`src/rtl/id_stage.sv`:
```
// id_stage: RV32I decode/operand-fetch stage with register file read, writeback forwarding and immediate generation
module id_stage #(
  parameter int XLEN       = 32,
  parameter int REG_ADDR_W = 5
) (
  input  logic                  clk,
  input  logic                  rst,
  input  logic                  flush,
  input  logic                  in_valid,
  output logic                  in_ready,
  input  logic [XLEN-1:0]       in_pc,
  input  logic [XLEN-1:0]       in_inst,
  output logic                  rf_re1,
  output logic                  rf_re2,
  output logic [REG_ADDR_W-1:0] rf_raddr1,
  output logic [REG_ADDR_W-1:0] rf_raddr2,
  input  logic [XLEN-1:0]       rf_rdata1,
  input  logic [XLEN-1:0]       rf_rdata2,
  input  logic                  wb_we,
  input  logic [REG_ADDR_W-1:0] wb_waddr,
  input  logic [XLEN-1:0]       wb_wdata,
  output logic                  out_valid,
  input  logic                  out_ready,
  output logic [XLEN-1:0]       out_pc,
  output logic [6:0]            out_opcode,
  output logic [2:0]            out_funct3,
  output logic [6:0]            out_funct7,
  output logic [REG_ADDR_W-1:0] out_rd,
  output logic                  out_rd_we,
  output logic [XLEN-1:0]       out_imm,
  output logic [XLEN-1:0]       out_op1,
  output logic [XLEN-1:0]       out_op2,
  output logic                  out_illegal
);
  typedef enum logic [1:0] {IDLE, OPS, HOLD} state_t;
  state_t state_q, state_d;
  logic accept, use1, use2, wrd, ill, bhit1, bhit2, hit1, hit2;
  logic [6:0] opc;
  logic [REG_ADDR_W-1:0] rs1_dec, rs2_dec, rs1_q, rs2_q, rd_q;
  logic [XLEN-1:0] imm_i, imm_s, imm_b, imm_u, imm_j, imm;
  logic byp1_q, byp2_q, rd_we_q, illegal_q;
  logic [XLEN-1:0] byp1_data_q, byp2_data_q, pc_q, imm_q, op1_q, op2_q, op1_d, op2_d;
  logic [6:0] opcode_q, funct7_q;
  logic [2:0] funct3_q;
  assign opc = in_inst[6:0];
  assign imm_i = XLEN'($signed(in_inst[31:20]));
  assign imm_s = XLEN'($signed({in_inst[31:25], in_inst[11:7]}));
  assign imm_b = XLEN'($signed({in_inst[31], in_inst[7], in_inst[30:25], in_inst[11:8], 1'b0}));
  assign imm_u = XLEN'($signed({in_inst[31:12], 12'b0}));
  assign imm_j = XLEN'($signed({in_inst[31], in_inst[19:12], in_inst[20], in_inst[30:21], 1'b0}));
  // Opcode class: which source registers are read, whether rd is written, immediate format
  always_comb begin
    use1 = 1'b0;
    use2 = 1'b0;
    wrd  = 1'b0;
    ill  = 1'b0;
    imm  = '0;
    case (opc)
      7'b0110011: begin use1 = 1'b1; use2 = 1'b1; wrd = 1'b1; end
      7'b0010011, 7'b0000011, 7'b1100111: begin use1 = 1'b1; wrd = 1'b1; imm = imm_i; end
      7'b0100011: begin use1 = 1'b1; use2 = 1'b1; imm = imm_s; end
      7'b1100011: begin use1 = 1'b1; use2 = 1'b1; imm = imm_b; end
      7'b0110111, 7'b0010111: begin wrd = 1'b1; imm = imm_u; end
      7'b1101111: begin wrd = 1'b1; imm = imm_j; end
      7'b0001111, 7'b1110011: begin end
      default: ill = 1'b1;
    endcase
  end
  assign rs1_dec   = use1 ? in_inst[19:15] : '0;
  assign rs2_dec   = use2 ? in_inst[24:20] : '0;
  assign rf_raddr1 = in_inst[19:15];
  assign rf_raddr2 = in_inst[24:20];
  assign in_ready  = !flush && (state_q == IDLE || (state_q == HOLD && out_ready));
  assign accept    = in_valid && in_ready;
  assign rf_re1    = accept && rs1_dec != '0;
  assign rf_re2    = accept && rs2_dec != '0;
  assign bhit1     = wb_we && rs1_dec != '0 && wb_waddr == rs1_dec;
  assign bhit2     = wb_we && rs2_dec != '0 && wb_waddr == rs2_dec;
  assign hit1      = wb_we && rs1_q != '0 && wb_waddr == rs1_q;
  assign hit2      = wb_we && rs2_q != '0 && wb_waddr == rs2_q;
  // Next state and operand resolution: OPS picks the freshest source, HOLD keeps snooping writes
  always_comb begin
    state_d = flush ? IDLE : accept ? OPS : state_q == OPS ? HOLD : (state_q == HOLD && out_ready) ? IDLE : state_q;
    op1_d = (state_q == OPS && !flush) ? (hit1 ? wb_wdata : byp1_q ? byp1_data_q : rs1_q != '0 ? rf_rdata1 : '0)
          : (state_q == HOLD && hit1) ? wb_wdata : op1_q;
    op2_d = (state_q == OPS && !flush) ? (hit2 ? wb_wdata : byp2_q ? byp2_data_q : rs2_q != '0 ? rf_rdata2 : '0)
          : (state_q == HOLD && hit2) ? wb_wdata : op2_q;
  end
  // Pipeline registers: decode latched at accept, operands at the following edge
  always_ff @(posedge clk) begin
    if (!rst) begin
      state_q     <= IDLE;
      rs1_q       <= '0;
      rs2_q       <= '0;
      byp1_q      <= 1'b0;
      byp2_q      <= 1'b0;
      byp1_data_q <= '0;
      byp2_data_q <= '0;
      pc_q        <= '0;
      opcode_q    <= '0;
      funct3_q    <= '0;
      funct7_q    <= '0;
      rd_q        <= '0;
      rd_we_q     <= 1'b0;
      imm_q       <= '0;
      illegal_q   <= 1'b0;
      op1_q       <= '0;
      op2_q       <= '0;
    end else begin
      state_q <= state_d;
      op1_q   <= op1_d;
      op2_q   <= op2_d;
      if (accept) begin
        rs1_q       <= rs1_dec;
        rs2_q       <= rs2_dec;
        byp1_q      <= bhit1;
        byp2_q      <= bhit2;
        byp1_data_q <= wb_wdata;
        byp2_data_q <= wb_wdata;
        pc_q        <= in_pc;
        opcode_q    <= opc;
        funct3_q    <= in_inst[14:12];
        funct7_q    <= in_inst[31:25];
        rd_q        <= in_inst[11:7];
        rd_we_q     <= wrd && in_inst[11:7] != '0;
        imm_q       <= imm;
        illegal_q   <= ill;
      end
    end
  end
  assign out_valid   = state_q == HOLD;
  assign out_pc      = pc_q;
  assign out_opcode  = opcode_q;
  assign out_funct3  = funct3_q;
  assign out_funct7  = funct7_q;
  assign out_rd      = rd_q;
  assign out_rd_we   = rd_we_q;
  assign out_imm     = imm_q;
  assign out_op1     = op1_q;
  assign out_op2     = op2_q;
  assign out_illegal = illegal_q;
endmodule

```
`config.mk`:
```
export PLATFORM = sky130hd
export DESIGN_NAME = id_stage
export DESIGN_NICKNAME = d
export VERILOG_FILES = /design/src/rtl/id_stage.sv
export SDC_FILE = /design/constraint.sdc
export NUM_CORES = 1
export LEC_CHECK = 0
export BUFFER_PORTS_ARGS = -buffer_cell sky130_fd_sc_hd__buf_2
export CAP_MARGIN = 20
export CORE_AREA = 2 2 141 143
export CTS_CLUSTER_SIZE = 20
export DETAILED_ROUTE_END_ITERATION = 6
export DIE_AREA = 0 0 143 145
export GPL_ROUTABILITY_DRIVEN = 0
export GPL_TIMING_DRIVEN = 0
export PLACE_DENSITY = 0.79
export SYNTH_ARGS = -nofsm -noshare
export SYNTH_HDL_FRONTEND = slang
export SYNTH_SLANG_ARGS = --single-unit
export TNS_END_PERCENT = 30
```
`constraint.sdc`:
```
create_clock -name clk -period 2.6 [get_ports clk]
set_clock_uncertainty 0.2 [all_clocks]
set_input_delay 0.13 -clock clk [delete_from_list [all_inputs] [get_ports clk]]
set_output_delay 0.13 -clock clk [all_outputs]
set_load 0.005 [all_outputs]
```
### Word-level counts from Yosys, hierarchy flattened

Index checks and enable logic that the tools add are counted.

| word-level totals | value |
|---|---|
| logic and storage cells | 92 |
| output and inout bits | 166 |
| register bits | 198 |
| bits of input ports | 171 |

| cells by class | value |
|---|---|
| eq/ne operators | 17 |
| multiplexer cells | 20 |
| reductions and logical operators | 37 |
| bitwise gates (word level) | 1 |

Operators by type and width:

| kind | number |
|---|---|
| two-way mux 32 bit | 10 |
| one-hot mux 32 bit (5 select lines) | 1 |
| == test 7 bit (second input constant) | 4 |
| nonzero test 5 bit | 5 |
| == test 7 x 6 -> 1 bit (second input constant) | 3 |
| == test 5 bit | 4 |
| logical AND 1 bit | 17 |
| == test 7 x 5 -> 1 bit (second input constant) | 2 |
| OR reduction 11 bit | 1 |
| two-way mux 5 bit | 2 |
| OR reduction 3 bit | 3 |
| == test 7 x 2 -> 1 bit (second input constant) | 1 |
| == test 7 x 4 -> 1 bit (second input constant) | 1 |
| OR reduction 7 bit | 1 |
| nonzero test 2 bit | 3 |
| OR reduction 6 bit | 1 |
| two-way mux 1 bit | 5 |
| two-way mux 2 bit | 2 |
| OR reduction 2 bit | 2 |
| nonzero test 3 bit | 1 |
| == test 2 x 1 -> 1 bit (second input constant) | 1 |
| == test 2 bit (second input constant) | 1 |
| logical NOT 2 bit | 1 |
| logical NOT 1 bit | 1 |
| 2 further kinds | 2 |

### Longest topological paths before layout

| depth | value |
|---|---|
| depth in word-level cells | 7 |
| depth in mapped cells | 8 |
| mapped depth without buffers | 5 |

### Worst setup path before layout

Ideal clock, no wire load.

| timing | value |
|---|---|
| kind | reg-to-reg |
| from | reg rs2_q[1] |
| to | reg op2_q[10] (netlist: out_op2[10]) |
| arrival | 1.746 ns |
| stages on the path, launching flop included | 8 |
| clock period less this slack | 2.016 ns |
| path slack | 0.584 ns |
| library setup time | 0.070 ns |
| path through | dfxtp_1 xor2_1 a211oi_1 and3_1 clkbuf_1 buf_2 mux2_2 a21boi_1 |

| between the ends | value |
|---|---|
| longest elaborated chain between the ends | 5 |

RTL lines:

| item | line | RTL |
|---|---|---|
| start, declared | 39 | `logic [REG_ADDR_W-1:0] rs1_dec, rs2_dec, rs1_q, rs2_q, rd_q;` |
| start signal, assigned | 115 | `rs2_q <= rs2_dec;` |
| nonzero test 5 bit | 80, 86 |  |
| two-way mux 32 bit / logical AND 1 bit (equally long branches) (2 in a row) | 86, 80 |  |
| two-way mux 32 bit / logical AND 1 bit (equally long branches) | 86, 87 |  |
| two-way mux 32 bit / nonzero test 2 bit (equally long branches) | -- |  |
| end signal, assigned | 112 | `op2_q <= op2_d;` |
| end, declared | 42 | `logic [XLEN-1:0] byp1_data_q, byp2_data_q, pc_q, imm_q, op1_q, op2_q, op1_d, op2_d;` |

Parallel ways exist; a longest one is shown, timed or not.
A chain may end at the register's enable or synchronous reset.

### Final worst setup path

| timing | value |
|---|---|
| from | reg state_q[1] |
| to | out rf_re2 |

| between the ends | value |
|---|---|
| longest elaborated chain between the ends | 6 |

RTL lines:

| item | line | RTL |
|---|---|---|
| start, declared | 36 | `state_t state_q, state_d;` |
| start signal, assigned | 110 | `state_q <= state_d;` |
| == test 2 bit | 73 | `assign in_ready = !flush && (state_q == IDLE \|\| (state_q == HOLD && out_ready));` |
| logical AND 1 bit | 73 |  |
| logical OR 1 bit * | 73 |  |
| logical AND 1 bit * | 73 |  |
| logical AND 1 bit * | 74 | `assign accept = in_valid && in_ready;` |
| logical AND 1 bit * | 76 | `assign rf_re2 = accept && rs2_dec != '0;` |
| end, declared | 14 | `output logic rf_re2,` |

Mark *: on every way between the ends. The rest lies on a longest branch, timed or not.

==> impl_results.md <==
* Status: completed
* Yosys cell types at 61
* Cell taking the most area after synthesis: dfxtp_1
* Setup slack after layout at 0.0874 ns
* Clock Pin Slew Worst Setup and Hold Paths at around 0.080 ns
* Post-DP HPWL at 24100 um
* Mapped Area at between 9000 and 10000 um2
* Worst vdd ir at 0.478 mV
* Hold Slack at 0.00319 ns
* DR iter-0 viols at between 600 and 700
* Vias in the first global route at between 10000 and 15000
* Setup slack, reg-to-reg at approximately 0.14 ns
* Post-synth ARST share at 0
* Seq/Total Area, Yosys at 0.418
* Logic pwr share at 0.122
* Post-Syn Area per Cell at around 8.7 um2
* Grt ovf at 0
* Power Density at ~490 nW/um2
* Largest net degree at the start of global routing at 19
* Worst R2R Start: state_q[0]
* Count leader, synth: nand2_1
* Internal power at around 0.0048 W
* Min Tclk post-route at 2.51 ns
* Initial antenna violation count at 1
* # IOs at between 300 and 400
* Post-synthesis cell count at around 1100
* RSZ-0062 raised after global routing: true
* Post-route ant nets at 0
* Root Buffer: clkbuf_16
* Ys flop type: dfxtp_1
* Total power at around 0.0065 W
* Critical Path RT at about 2.3 ns
* CP Class: reg2out
* Port bufs at around 330
* # Post-CTS Setup Buffers at 0
* Die span in y at about 150 um
* Synth top area share at 0.418
* Worst setup endpoint: rf_re2
* Path depth of the worst reg2reg path at 6
* Post-synth EDFFs at 0
* DP Area at between 10000 and 15000 um2
* Total number of vias at around 10000
* Crit start category: flip-flop
* Critical Path Start: state_q[1]
* Clock Sinks at around 200
* Clock Latency Late Sink at between 0.4 and 0.5 ns
* Final Hold Viols at 0
* Psw at roughly 0.0017 W
* H-tree depth at 4
* Area delta synth->final at 39.6%
* Static leakage power at between 5 and 6 nW
* Nets at 1732
* Worst-Margin Slew at about 0.73 ns
* Final period utilization at 0.966
* Critical path fanouts, max at 10
* Fmax at around 0.40 GHz
* Clock buffer count from CTS at 17
* Core area at a little under 20000 um2
* Sequential Power Share at 0.482
* Synth Net Count at roughly 1300
* Critical path endpoint category: primary output
* Layout fillers at between 1000 and 1500
* Hold Path Class: in2reg
* Drt first pass iters at 6
* Wirelength per Cell at 19.0 um
* WL final at approximately 35000 um
* Slew Viols, Final at 0
* Die Area at 20700 um2
* Starting density of the core at 0.494
* Setup violators final at 0
* Vias per cell at 5.54
* Clock buffer depth at 2
* # rows at 51
* Post-route cell area at 13200 um2
* Switching portion of total power at 0.266
* Die X at approximately 140 um
* CTS tree: built
* DRC at 0
* Critical Path AT at between 2 and 2.5 ns
* Max cap viols at 0
* Yosys reg bits at between 150 and 200
* Clock Power Share at 0.397
* Tot GR Track Use at 0.328
* Layout cell share with drive strength beyond 1 at 0.330
* Pre-CTS setup slack at -0.176 ns
* Synth area leaders: dfxtp_1, nand2_1, a21boi_0, mux2_2, a22oi_1
* Global-route wire length before repair at 53700 um
* Worst r2r dst: out_op1[6]
* Ys Warns at 0
* Max-slew headroom at 0.513
* Commonest cells post-synth: nand2_1, dfxtp_1, a21boi_0, a22oi_1, mux2_2
==> cell families (layout without fill, tap and decap cells) <==
kind of cell              after synthesis  after routing  share of synthesized area
muxes                                  63             63                     0.0746
DFF                                   198            198                      0.418
buffers and inverters                 107            585                     0.0621
AOI/OAI and AO/OA                     317            317                      0.252
xor gates and xnor gates               18             18                     0.0166
other                                   0              2                          0
and+or+nand+nor                       393            393                      0.177
==> layer usage <==
| metal | part of all wire | track usage |
|---|---|---|
| met1 | 0.39 | 0.386 |
| met2 | 0.49 | 0.564 |
| met3 | 0.078 | 0.0690 |
| met4 | 0.043 | 0.156 |
| met5 | 0 | 0 |
==> cell usage in the layout (no fill, tap or decap), drive strengths merged, types with 5 or more instances in the layout <==
cell         count
nor3            10
a22oi           74
nand2          305
dlygate4sd3    118
nand3            6
clkbuf          76
a31oi            5
mux2            62
xor2            14
buf            374
nor2            21
o21ai           31
a211oi           7
clkinv           5
a21boi         154
inv              9
nor2b           16
a21oi           25
and2             7
dfxtp          198
==> timing repair <==
| item | CTS | global route |
|---|---|---|
| resized for setup | 3 | 14 |
| endpoints found under the hold margin | 193 | 0 |
| pin swaps | 0 | 0 |
| endpoints found under the setup margin | 35 | 63 |
| hold buffers | 118 | 0 |
==> flip-flops by register name, indices dropped and copies added, names as in the netlist, 2 cells and up <==
signal,flops
byp2_data_q,32
out_imm,32
out_op1,32
out_op2,32
out_pc,32
out_funct7,7
out_opcode,7
out_rd,5
rs1_q,5
rs2_q,5
out_funct3,3
state_q,2
==> power by group through the flow <==
stage	logic (W)	clock network, W	registers (W)
6_report	0.000795	0.00259	0.00314
5_1_grt	0.000852	0.00272	0.00315
4_1_cts	0.000771	0.00260	0.00314
3_5_place_dp	0.000630	0	0.00321
3_3_place_gp	0.000621	0	0.00321
2_1_floorplan	0.000290	0	0.00321
==> worst min path at each step <==
stage / start / endpoint / slack [ns] / cells past startpoint
after global routing: rf_rdata1[5] / out_op1[5] / 0.007 / 4
final: rf_rdata2[18] / out_op2[18] / 0.003 / 4
after global placement: in_pc[16] / out_pc[16] / 0.18 / 3
after detailed placement: in_pc[24] / out_pc[24] / 0.19 / 3
after CTS: rf_rdata2[23] / out_op2[23] / 0.0001 / 4
after floorplan: in_pc[7] / out_pc[7] / 0.07 / 2
==> cell type report <==
class | count | area (um2) | area share
Antenna cell | 2 | 5.00 | 0.000378
Clock buffer | 19 | 453 | 0.0342
Tap cell | 265 | 332 | 0.0250
Inverter | 4 | 15.0 | 0.00113
Clock inverter | 13 | 114 | 0.00859
Sequential cell | 198 | 3960 | 0.299
Multi-Input combinational cell | 791 | 4950 | 0.374
Timing Repair Buffer | 447 | 2830 | 0.213
Buffer | 102 | 586 | 0.0442
==> per-stage QoR <==
step,setup TNS [ns],instances,utilization
3_5_place_dp,-1.31,1690,0.597
3_3_place_gp,-0.153,1690,0.597
2_1_floorplan,0,1096,-
5_1_grt,-0.0202,1840,0.690
6_report,0,1841,0.690
4_1_cts,0,1840,0.688
==> critical path: stages (launching register included) <==
cell,delay (ns)
dfxtp_1,0.35
nor2b_1,0.19
or4b_1,0.48
buf_4,0.19
buf_4,0.19
nor3_1,0.17
buf_2,0.15
(Power assumes the default switching activity.)
